===== src/rtl/mult16_seq_ctrl.sv =====
// Sequential 16x16 unsigned shift-and-add multiplier.
// Drives the external 16-step counter and stops iterating when that counter reports done.
module mult16_seq_ctrl #(
    parameter int WIDTH = 16  // fixed by the external counter's terminal count
) (
    input  logic                 clk,
    input  logic                 rst,
    input  logic                 start,
    input  logic [WIDTH-1:0]     multiplicand,
    input  logic [WIDTH-1:0]     multiplier,
    output logic                 busy,
    output logic [2*WIDTH-1:0]   product,
    output logic                 product_valid,
    output logic                 count16set,
    output logic                 count16reset,
    input  logic                 count16done
);

    localparam logic [1:0] S_IDLE = 2'd0;
    localparam logic [1:0] S_LOAD = 2'd1;
    localparam logic [1:0] S_ITER = 2'd2;
    localparam logic [1:0] S_DONE = 2'd3;

    logic [1:0]       state;
    logic [WIDTH-1:0] acc;
    logic [WIDTH-1:0] q;
    logic [WIDTH-1:0] m;
    logic [WIDTH:0]   sum;

    // sum[WIDTH] is the carry, which lands in the top accumulator bit after the shift
    assign sum = {1'b0, acc} + (q[0] ? {1'b0, m} : {(WIDTH+1){1'b0}});

    always_ff @(posedge clk) begin
        if (rst) begin
            state   <= S_IDLE;
            acc     <= '0;
            q       <= '0;
            m       <= '0;
            product <= '0;
        end else begin
            case (state)
                S_IDLE: begin
                    if (start) begin
                        m     <= multiplicand;
                        q     <= multiplier;
                        state <= S_LOAD;
                    end
                end
                S_LOAD: begin
                    acc   <= '0;
                    state <= S_ITER;
                end
                S_ITER: begin
                    {acc, q} <= {sum, q[WIDTH-1:1]};
                    // Capture on the final step so product is already valid in DONE
                    if (count16done) begin
                        product <= {sum, q[WIDTH-1:1]};
                        state   <= S_DONE;
                    end
                end
                S_DONE:  state <= S_IDLE;
                default: state <= S_IDLE;
            endcase
        end
    end

    assign busy          = (state != S_IDLE);
    assign product_valid = (state == S_DONE);
    assign count16set    = (state == S_ITER);
    assign count16reset  = (state == S_LOAD);

endmodule

===== config.mk =====
export PLATFORM = sky130hd
export DESIGN_NAME = mult16_seq_ctrl
export DESIGN_NICKNAME = d
export VERILOG_FILES = /design/src/rtl/mult16_seq_ctrl.sv
export SDC_FILE = /design/constraint.sdc
export NUM_CORES = 1
export LEC_CHECK = 0
export CAP_MARGIN = 30
export CORE_ASPECT_RATIO = 1.4
export CORE_MARGIN = 2
export CORE_UTILIZATION = 41
export CTS_CLUSTER_DIAMETER = 120
export DETAILED_ROUTE_END_ITERATION = 6
export HOLD_SLACK_MARGIN = 0.06
export PLACE_DENSITY = 0.64
export SKIP_LAST_GASP = 1
export SYNTH_ARGS = -nofsm -noshare
export SYNTH_HDL_FRONTEND = slang
export SYNTH_SLANG_ARGS = --single-unit

===== constraint.sdc =====
create_clock -name clk -period 3.5 [get_ports clk]
set_clock_uncertainty 0.2 [all_clocks]
set_input_delay 0.525 -clock clk [delete_from_list [all_inputs] [get_ports clk]]
set_output_delay 0.525 -clock clk [all_outputs]
set_load 0.02 [all_outputs]

==> metrics.log, run 1 <==
INFO  metric design.portCount = 72
INFO  metric clkSinkCount = 82
INFO  metric clock-root-buffer = clkbuf_16
INFO  metric route.detailed.vias_per_inst = 5.20
INFO  metric synthCells = 475
INFO  metric rsz_0062_raised_after_global_routing = false
INFO  metric cp_data_required_time = 3.54 ns
INFO  metric finalCritPeriodShare = 85.9%
INFO  metric ffs_latches_synth = 82
INFO  metric critical_path_peak_fanout = 17
INFO  metric grt_max_degree = 52
INFO  metric layout.filler_cells = 935
INFO  metric worst_r2r_path_depth = 10
INFO  metric seq_power_share = 37.9%
INFO  metric max-vdd-ir-drop = 0.355 mV
INFO  metric number_of_detailed_route_iterations_in_the_first_pass = 7
INFO  metric timing.final.hold_violations = 0
INFO  metric crit_path_end_kind = register
INFO  metric route.detailed.drc = 0
INFO  metric cts.repair.resized = 0
INFO  metric num_antenna_cells = 0
INFO  metric grt_pass1_vias = 3485
INFO  metric htree_num_levels = 3
INFO  metric swShare = 30.2%
INFO  metric synthToLayoutAreaGrowth = 29.4%
INFO  metric power-per-cell-area = 569 nW/um^2
INFO  metric net-switching-power = 0.000904 W
INFO  metric port_buffers = 71
INFO  metric timing_worst_setup_path_type = register to register
INFO  metric first_iter_violations = 95
INFO  metric die_w = 88.2 microns
INFO  metric die_height = 122 microns
INFO  metric route.detailed.wl_per_inst = 14.8 microns
INFO  metric synth.distinct_cells = 53
INFO  metric initial_utilization = 41.6%
INFO  metric worst_case_clock_buffer_depth = 2
INFO  metric synthesis.area = 4070 sq um
INFO  metric insertion_delay = 0.34 ns
INFO  metric design.final.nets = 593
INFO  metric power.leakage = 2.00 nW
INFO  metric final.min_clock_period = 3.01 ns
INFO  metric cts.repair_timing.setup_buffer_count = 0
INFO  metric finalSetupViolations = 0
INFO  metric via_count = 3509
INFO  metric groute.usage.overall = 19.5%
INFO  metric finalSetupTns = 0 ns
INFO  metric grt.busiest_layer = met2
INFO  metric hp-class = register to register
INFO  metric instance_area_after_placement = 4920 sq um
INFO  metric timing.max_slew.rel_slack = 37.3%
INFO  metric min_delay_path_depth = 2
INFO  metric grt_util_met2 = 33.6%
INFO  metric globalRouteMet3Util = 5.62%
INFO  metric power.share.clock = 36.8%
INFO  metric detail_route.wirelength = 10000 microns
INFO  metric internal_power = 0.00209 W
INFO  metric worst_pin_slew = 0.941 ns
INFO  metric comb_power_share = 25.3%
INFO  metric die_area = 10800 sq um
INFO  metric slew_viol_final = 0
INFO  metric cts_hold_repair.buffers = 0
INFO  metric placeableCoreArea = 9790 sq um
INFO  metric timing.fmax = 333 MHz
INFO  metric postSynthNetCount = 532
INFO  metric fraction_of_layout_cells_with_a_size_suffix_above_1 = 8.70%
INFO  metric max_cap_violations = 0
INFO  metric num_rows = 43
INFO  metric tritoncts_clock_tree = done
INFO  metric gr-usage-met1 = 22.9%
INFO  metric yosys_warnings = 0
INFO  metric startpoint_type = register
INFO  metric detailed_place_hpwl = 7050 microns
INFO  metric syn_avg_cell_area = 8.57 sq um
INFO  metric grt_pass1_wl = 16300 microns
INFO  metric final_replace_weighted_congestion = 0.870
INFO  metric inserted_clock_buffers = 9
INFO  metric drtAntennaViolNets = 0
INFO  metric report.power.total = 0.00300 W
INFO  metric path_clk_slew = 0.06 ns
INFO  metric arrival = 3.04 ns
INFO  metric run_status = finished, final reports clean
INFO  metric yosysSeqAreaShare = 40.3%
INFO  metric antenna_found_initial = 0
INFO  metric grt_overflow = 0
INFO  metric final_area = 5270 sq um
per-stage QoR:
step                      instances  hold WS (ns)  setup WS [ns]  utilization (%)
after floorplan                 475         0.230          0.983                -
after global placement          659         0.242          0.638             49.9
after detailed placement        660         0.246          0.514             50.2
after CTS                       675         0.254          0.515             53.8
after global routing            675         0.271          0.333             53.8
final                           675         0.252          0.494             53.8
state kept, by name, summed over array words and instances, names as in the netlist:
| signal | count |
|---|---|
| acc | 16 |
| m | 16 |
| product | 32 |
| q | 16 |
| state | 2 |
path summary, 6_finish.rpt:
kind / from / endpoint / slack [ns]
setup reg to reg: q[0] / product[31] / 0.49
setup / recovery: q[0] / product[31] / 0.49
hold reg to reg: product[23] / product[23] / 0.25
hold / removal: product[23] / product[23] / 0.25
power by group through the flow:
stage                     clock network, W  registers [W]  logic, W
final                              0.00110        0.00113  0.000758
after global routing               0.00116        0.00115  0.000841
after CTS                          0.00113        0.00113  0.000765
after detailed placement                 0        0.00115  0.000762
after global placement                   0        0.00115  0.000719
after floorplan                          0        0.00113  0.000503
critical path: stages, from the launching register on:
cell	delay, ns
dfxtp_1	0.67
and2_1	0.22
ha_1	0.20
inv_1	0.07
fa_1	0.44
nor2b_4	0.15
o31a_4	0.17
a2111oi_4	0.09
nor3b_2	0.27
nor3_2	0.08
a2111oi_2	0.34
cells in the mapped netlist (all sizes together):
cell type / count / area share [%]
buf: 7 / 0.74
nor3: 6 / 0.98
clkbuf: 22 / 2.0
a211o: 2 / 0.43
o22ai: 1 / 0.15
nor4b: 3 / 0.80
nand3b: 2 / 0.37
o31a: 1 / 0.43
nand3: 8 / 0.98
a22o: 10 / 2.2
a21oi: 60 / 7.7
nand2: 99 / 9.1
a211oi: 19 / 3.7
mux2i: 17 / 4.2
a31oi: 2 / 0.31
a32o: 1 / 0.25
and2: 17 / 2.6
nor2b: 2 / 0.49
or4: 1 / 0.18
a311oi: 1 / 0.37
nor3b: 5 / 1.0
a21boi: 1 / 0.18
nand2b: 7 / 1.1
inv: 9 / 0.83
a2111oi: 3 / 1.4
a21o: 6 / 1.1
a221oi: 1 / 0.22
o21a: 2 / 0.37
fa: 1 / 0.49
dfxtp: 82 / 40
o211ai: 3 / 1.0
xor2: 4 / 0.86
xnor2: 7 / 1.5
ha: 20 / 6.1
nor2: 27 / 2.5
nand4: 2 / 0.31
and3: 1 / 0.15
or4b: 1 / 0.25
o21bai: 2 / 0.55
o21ai: 10 / 1.7
metal layers:
layer	part of all wire [%]	routed length, microns	up-vias
li1	-	-	1776
met1	43	4300	1644
met2	51	5070	75
met3	4.4	439	14
met4	2.0	198	0
met5	0	0	-
final cells by class:
cell class / instances / area [sq um] / share of cell area (%)
clock buffers: 11 / 253 / 4.80
clock inverters: 4 / 98.8 / 1.88
inverters: 9 / 33.8 / 0.641
multi-input cells: 355 / 2290 / 43.4
flip-flops and latches: 82 / 1640 / 31.2
well taps: 135 / 169 / 3.21
repair buffers: 79 / 786 / 14.9
placed cells by master, fill, tap and decap left out, types with 3 or more instances in the layout:
cell type,count
xnor2_1,7
nor3_1,4
bufinv_16,3
xor2_1,4
a22o_1,10
a21oi_1,57
a21oi_2,3
dfxtp_1,82
buf_4,7
nor2_1,27
nor3b_1,4
nand2_1,99
inv_1,9
a211oi_1,17
nand3_1,8
and2_1,17
o21ai_2,3
ha_1,20
o21ai_0,3
clkdlybuf4s50_1,70
a21o_1,6
clkbuf_16,9
o21ai_1,3
nand2b_1,7
mux2i_1,17
cell families (layout without fill, tap and decap cells):
logic type | after synthesis | in the layout | synth area share [%]
buffers and inverters | 38 | 103 | 3.60
DFF | 82 | 82 | 40.3
adders and majority gates | 21 | 21 | 6.64
AOI/OAI and AO/OA | 125 | 125 | 22.0
and+or+nand+nor | 181 | 181 | 20.9
xor gates and xnor gates | 11 | 11 | 2.37
muxes | 17 | 17 | 4.18
Power figures use the tool's default switching activity.
==> run 2: changes to the inputs <==
- ABC_AREA: not set -> 1
- CORE_MARGIN: 2 -> 5
- SKIP_CTS_REPAIR_TIMING: not set -> 1
==> run 2 against run 1 <==
Sequential share of layout area fell by 0.074 points. Synthesized area increased by 1.8%. Non-clock buffer count decreased by 1. Utilization decreased by 0.46 points. Global-route usage fell by 1.7 points. Hold slack gained 0.021 ns. Clock power is 7% lower. Register-to-register slack better by 0.39 ns. Critical path type unchanged. Largest cell class unchanged.
==> metrics.log, run 2 <==
INFO  metric max_ffs_per_register = 32 (unchanged)
INFO  metric num_antenna_cells = 0 (unchanged)
INFO  metric syn_avg_cell_area = 6.66 sq um (-22%)
INFO  metric grt_pass1_wl = 17100 microns (+5.1%)
INFO  metric cp.buffers_inverters = 3 (+2)
INFO  metric crit_path_end_kind = register
INFO  metric detailed_place_hpwl = 7490 microns (+6.3%)
INFO  metric max_cap_violations = 0 (unchanged)
INFO  metric synth-async-reset-ratio = 0% (unchanged)
INFO  metric power.leakage = 2.56 nW (+28%)
INFO  metric path_clk_slew = 0.06 ns (about the same)
INFO  metric startpoint_type = register
INFO  metric grt.busiest_layer = met2
INFO  metric synthCells = 622 (+31%)
INFO  metric yosys_most_used_dff = dfxtp_1
INFO  metric timing.fmax = 383 MHz (+15%)
INFO  metric top_register = product
INFO  metric post_synth_most_frequent_cells = nand2_1 (166), nor2_1 (100), dfxtp_1 (82), inv_1 (82), o21ai_0 (55)
INFO  metric yosysSeqAreaShare = 39.6% (-0.69 points)
INFO  metric die_w = 95.0 microns (+7.6%)
INFO  metric synth-edff-count = 0 (unchanged)
INFO  metric number_of_detailed_route_iterations_in_the_first_pass = 4 (-3)
INFO  metric synthToLayoutAreaGrowth = 27.5%
INFO  metric commonest_non_fill_non_tap_cell_in_the_layout = nand2_1
INFO  metric worst_case_clock_buffer_depth = 2 (unchanged)
INFO  metric yosys_warnings = 0 (unchanged)
INFO  metric synthDominantAreaCellType = dfxtp_1
INFO  metric finalSetupViolations = 0 (unchanged)
INFO  metric first_iter_violations = 169 (+78%)
INFO  metric synth.distinct_cells = 29 (-45%)
INFO  metric synthDominantCellAreaShare = 39.6% (-0.69 points)
INFO  metric max-vdd-ir-drop = 0.358 mV (+0.86%)
INFO  metric min_delay_path_depth = 2 (unchanged)
INFO  metric timing_worst_setup_path_type = register to register
INFO  metric crit_family = compound AO/OA/AOI/OAI gates
INFO  metric synthMostInstantiatedCell = nand2_1
INFO  metric run_status = finished, final reports clean
INFO  metric crit_chain = inv_1 -> ha_1 -> buf_4 -> inv_2 -> o21ai_2 -> o21ai_0 -> a31oi_1
INFO  metric timing.max_slew.rel_slack = 32.3% (-4.9 points)
INFO  metric tritoncts_clock_tree = done
INFO  metric arrival = 2.67 ns (-0.37 ns)
INFO  metric slowest_delay = 0.82 ns (+0.15 ns)
INFO  metric detail_route.wirelength = 10100 microns (+0.52%)
INFO  metric rsz_0062_raised_after_global_routing = false
INFO  metric finalCritPeriodShare = 74.7% (-11 points)
INFO  metric final.min_clock_period = 2.61 ns (-0.393 ns)
INFO  metric groute.usage.overall = 17.8% (-1.7 points)
INFO  metric design.portCount = 72 (unchanged)
INFO  metric placeableCoreArea = 9900 sq um (+1.1%)
INFO  metric clock-root-buffer = clkbuf_16
INFO  metric route.detailed.drc = 0 (unchanged)
INFO  metric drtAntennaViolNets = 0 (unchanged)
INFO  metric cp_data_required_time = 3.56 ns (+0.02 ns)
INFO  metric timing.final.hold_violations = 0 (unchanged)
INFO  metric layout.filler_cells = 1035 (+11%)
INFO  metric critical_path_peak_fanout = 32 (+15)
INFO  metric globalRouteMet3Util = 4.50% (-1.1 points)
INFO  metric grt_max_degree = 33 (-37%)
INFO  metric postSynthNetCount = 679 (+28%)
INFO  metric die_height = 129 microns (+5.8%)
INFO  metric slew_viol_final = 0 (unchanged)
INFO  metric via_count = 3877 (+10%)
INFO  metric power-per-cell-area = 654 nW/um^2 (+15%)
INFO  metric design.final.nets = 742 (+25%)
INFO  metric clkSinkCount = 82 (unchanged)
INFO  metric die_area = 12200 sq um (+14%)
INFO  metric inserted_clock_buffers = 9 (unchanged)
INFO  metric htree_num_levels = 3 (unchanged)
INFO  metric insertion_delay = 0.34 ns (about the same)
INFO  metric num_rows = 43 (unchanged)
INFO  metric worst_pin_slew = 1.01 ns (+0.0737 ns)
INFO  metric grt_pass1_vias = 3800 (+9.0%)
INFO  metric hp-class = register to register
INFO  metric critical_path_slowest_stage_cell = o21ai_2
INFO  metric port_buffers = 71 (unchanged)
INFO  metric gr-usage-met1 = 19.6% (-3.3 points)
INFO  metric grt_util_met2 = 32.3% (-1.3 points)
INFO  metric worst_r2r_path_depth = 7 (-3)
INFO  metric synthesis.area = 4140 sq um (+1.8%)
INFO  metric synthTopCellsByArea = dfxtp_1 (40%), nand2_1 (15%), nor2_1 (9.1%)
INFO  metric layout.core_utilization = 53.3% (-0.46 points)
INFO  metric most-common-layout-cells = nand2_1 (166), nor2_1 (100), inv_1 (82), dfxtp_1 (82), clkdlybuf4s50_1 (71)
INFO  metric grt_overflow = 0 (unchanged)
INFO  metric fraction_of_layout_cells_with_a_size_suffix_above_1 = 4.49% (-4.2 points)
INFO  metric route.detailed.vias_per_inst = 4.70 (-9.6%)
INFO  metric final_replace_weighted_congestion = 0.860 (-1.2%)
INFO  metric worst-path-stages = 7 (-3)
INFO  metric antenna_found_initial = 0 (unchanged)
INFO  metric initial_utilization = 41.8% (+0.27 points)
INFO  metric finalSetupTns = 0 ns (unchanged)
INFO  metric ffs_latches_synth = 82 (unchanged)
INFO  metric route.detailed.wl_per_inst = 12.2 microns (-18%)
-- run 2: final cells by class --
type                            count  area (sq um)  area share, %
Tap cell                          135           169           3.20
Clock inverter                      6          90.1           1.71
Sequential cell                    82          1640           31.1
Inverter                           83           312           5.90
Multi-Input combinational cell    431          2070           39.1
Timing Repair Buffer               78           763           14.5
Clock buffer                       10           239           4.52
-- run 2: tightest hold or removal path: stages (launching register included) --
cell	delay, ns
dfxtp_1	0.31
nand2_1	0.06
a21oi_1	0.05
-- run 2: logic make-up (layout without fill, tap and decap cells) --
family                   Yosys count  in the layout  share of synthesized area, %
AND/OR/NAND/NOR                  294            294                          27.8
adder cells (fa/ha/maj)           21             21                          6.52
flip-flops                        82             82                          39.6
AO/OA/AOI/OAI                    109            109                          14.1
buffers and inverters            109            177                          10.5
XOR/XNOR                           7              7                          1.48
-- run 2: metrics by stage --
step | total power (W) | hold slack (ns) | cells | instance area [sq um] | setup slack [ns]
floorplan | 0.00205 | 0.250 | 622 | 4140 | 1.07
global placement | 0.00244 | 0.258 | 809 | 4950 | 1.09
detailed placement | 0.00246 | 0.262 | 809 | 4950 | 0.906
CTS | 0.00349 | 0.274 | 825 | 5280 | 0.893
global route | 0.00369 | 0.286 | 825 | 5280 | 0.572
finish | 0.00346 | 0.273 | 825 | 5280 | 0.887
-- run 2: final timing paths --
path | slack, ns | from | to
min reg2reg | 0.27 | acc[10] | acc[10]
max | 0.89 | state[0] | q[12]
min | 0.27 | acc[10] | acc[10]
max reg2reg | 0.89 | state[0] | q[12]
-- run 2: where the power goes --
group / switching [W] / internal (W) / leakage [nW]
combinational: 0.000703 / 0.000437 / 1.73
clock: 0.000377 / 0.000645 / 0.159
sequential: 0.000136 / 0.00116 / 0.671
-- run 2: per-layer routing --
layer	vias to the layer above	wire length, microns
li1	2074	-
met1	1704	4070
met2	82	5230
met3	17	549
met4	0	202
met5	-	0
==> patch, RTL diff (settings of run 1) <==
Register the outputs `busy`, `product_valid` and `count16set`, cleared by the reset; this adds one clock of latency there. The other outputs are not delayed to match.
--- a/src/rtl/mult16_seq_ctrl.sv
+++ b/src/rtl/mult16_seq_ctrl.sv
@@ -64,9 +64,17 @@
         end
     end
 
-    assign busy          = (state != S_IDLE);
-    assign product_valid = (state == S_DONE);
-    assign count16set    = (state == S_ITER);
+    always_ff @(posedge clk) begin
+        if (rst) begin
+            busy          <= '0;
+            product_valid <= '0;
+            count16set    <= '0;
+        end else begin
+            busy          <= (state != S_IDLE);
+            product_valid <= (state == S_DONE);
+            count16set    <= (state == S_ITER);
+        end
+    end
     assign count16reset  = (state == S_LOAD);
 
 endmodule
Formal check against the unedited RTL: not equivalent (a bounded check fails within 4 cycles, from zero or initial values and one cycle with rst high).
==> patch against run 1 <==
- combinational power fell by 5.7%
- final area up 0.36%
- sequential cell count increased by 3
- synthesized area rose by 2.6%
- power decreased by 5.7%
- fmax grew 1.5%
- setup slack improved by 0.046 ns
- routed wire length up 7.8%
- critical path type unchanged
- largest cell class unchanged
- largest power group unchanged
==> patch: results <==
set metrics [dict create \
    rr_startpoint "q[0]" \
    worstRegToRegCells 9 \
    synthAdderAreaFrac 0.0647 \
    grt_max_degree 33 \
    grt_usage 0.206 \
    top_layer_used "met4" \
    drive_above_1_share 0.0732 \
    fmax_ghz 0.338 \
    fillCellCount 973 \
    synth_commonest_cells "92 x nand2_1, 85 x dfxtp_1, 54 x a21oi_1" \
    crit_arrival_ns 2.99 \
    synth_mux_area_frac 0.0431 \
    dpl.cell_count 679 \
    gp_congestion 0.826 \
    reg2reg_slack_ns 0.54 \
    synth-xor-area-share 0.0147 \
    vias_per_cell 5.41 \
    dpl.hpwl_mm 7.87 \
    synthTopCellsByArea "dfxtp_1 41%, nand2_1 8.3%, a21oi_1 6.5%" \
    place_area_um2 4990 \
    largest_reg_flops 32 \
    async_flop_share 0 \
    grt_pass1_wl_mm 17.1 \
    drtPass1Iterations 4 \
    relSlewSlack 0.367 \
    netlist_instances 496 \
    port_buffers 71 \
    grt_use_met3 0.0280 \
    ant_nets 0 \
    yosys_warnings 0 \
    use_met1 0.241 \
    met2_usage 0.350 \
    die_area_um2 11000 \
    critical_path.max_stage_delay_ns 0.55 \
    grt_pass1_vias 3554 \
    cts_resized 0 \
    wl_met3_um 522 \
    dp_slack_ns 0.556 \
    critPathTopFamily "compound AO/OA/AOI/OAI gates" \
    wl_met2_mm 5.50 \
    ys_seq_area_frac 0.407 \
    first_iter_violations 211 \
    fin_nets 612 \
    clkLatencyLatePin_ns 0.34 \
    leakage_uw 0.00195 \
    synth_compound_area_frac 0.225 \
    wl_met1_mm 4.42 \
    wl_per_cell_um 15.5 \
    ys_types 59 \
    clkTransAtPathRegs_ns 0.06 \
    critPathMaxFanout 17 \
    outcome "complete, no violations" \
    rr_endpoint "product[31]" \
    vias 3758 \
    syn_nets 553 \
    vdd_drop_max_v 0.000394 \
]
patch: cell count changes after synthesis, sizes merged, moves of 4 or more:
cell	delta
nand2	-7
nand3	+11
a21oi	-5
inv	+7
nor3b	-4
a22o	-6
o31ai	+4
a21o	-4
and3	+5
buf	-4
a31o	+4
clkbuf	+5
a2111o	+4
patch: layout make-up:
class | count | area [um^2] | share of cell area
Clock inverter | 4 | 47.5 | 0.00899
Sequential cell | 85 | 1700 | 0.322
Clock buffer | 12 | 246 | 0.0466
Inverter | 16 | 60.1 | 0.0114
Multi-Input combinational cell | 365 | 2300 | 0.436
Tap cell | 135 | 169 | 0.0319
Timing Repair Buffer | 78 | 758 | 0.143
patch: where the power goes:
group          total, uW  internal (uW)  switching (uW)
Sequential          1170           1080            82.6
Combinational        715            280             435
Clock                944            570             374
Total               2830           1930             892
patch: worst min-delay path by stage:
stage / cells after the start / endpoint / from / slack (ns)
3_5_place_dp: 2 / m[4] / m[4] / 0.25
5_1_grt: 2 / m[14] / m[14] / 0.27
4_1_cts: 2 / m[4] / m[4] / 0.26
2_1_floorplan: 2 / acc[15] / acc[15] / 0.23
6_report: 2 / m[4] / m[4] / 0.25
3_3_place_gp: 2 / acc[15] / acc[15] / 0.24
patch: cell families (layout without fill, tap and decap cells):
| logic type | Yosys count | count (layout) |
|---|---|---|
| AOI/OAI and AO/OA | 132 | 132 |
| buffers and inverters | 46 | 110 |
| DFF | 85 | 85 |
| and+or+nand+nor | 187 | 187 |
| xor gates and xnor gates | 7 | 7 |
| muxes | 18 | 18 |
| adders and majority gates | 21 | 21 |
patch: worst min-delay path, cell delays in order, from the launching register on:
cell     delay, ns
dfxtp_1       0.31
nand2_1       0.05
a21oi_1       0.05
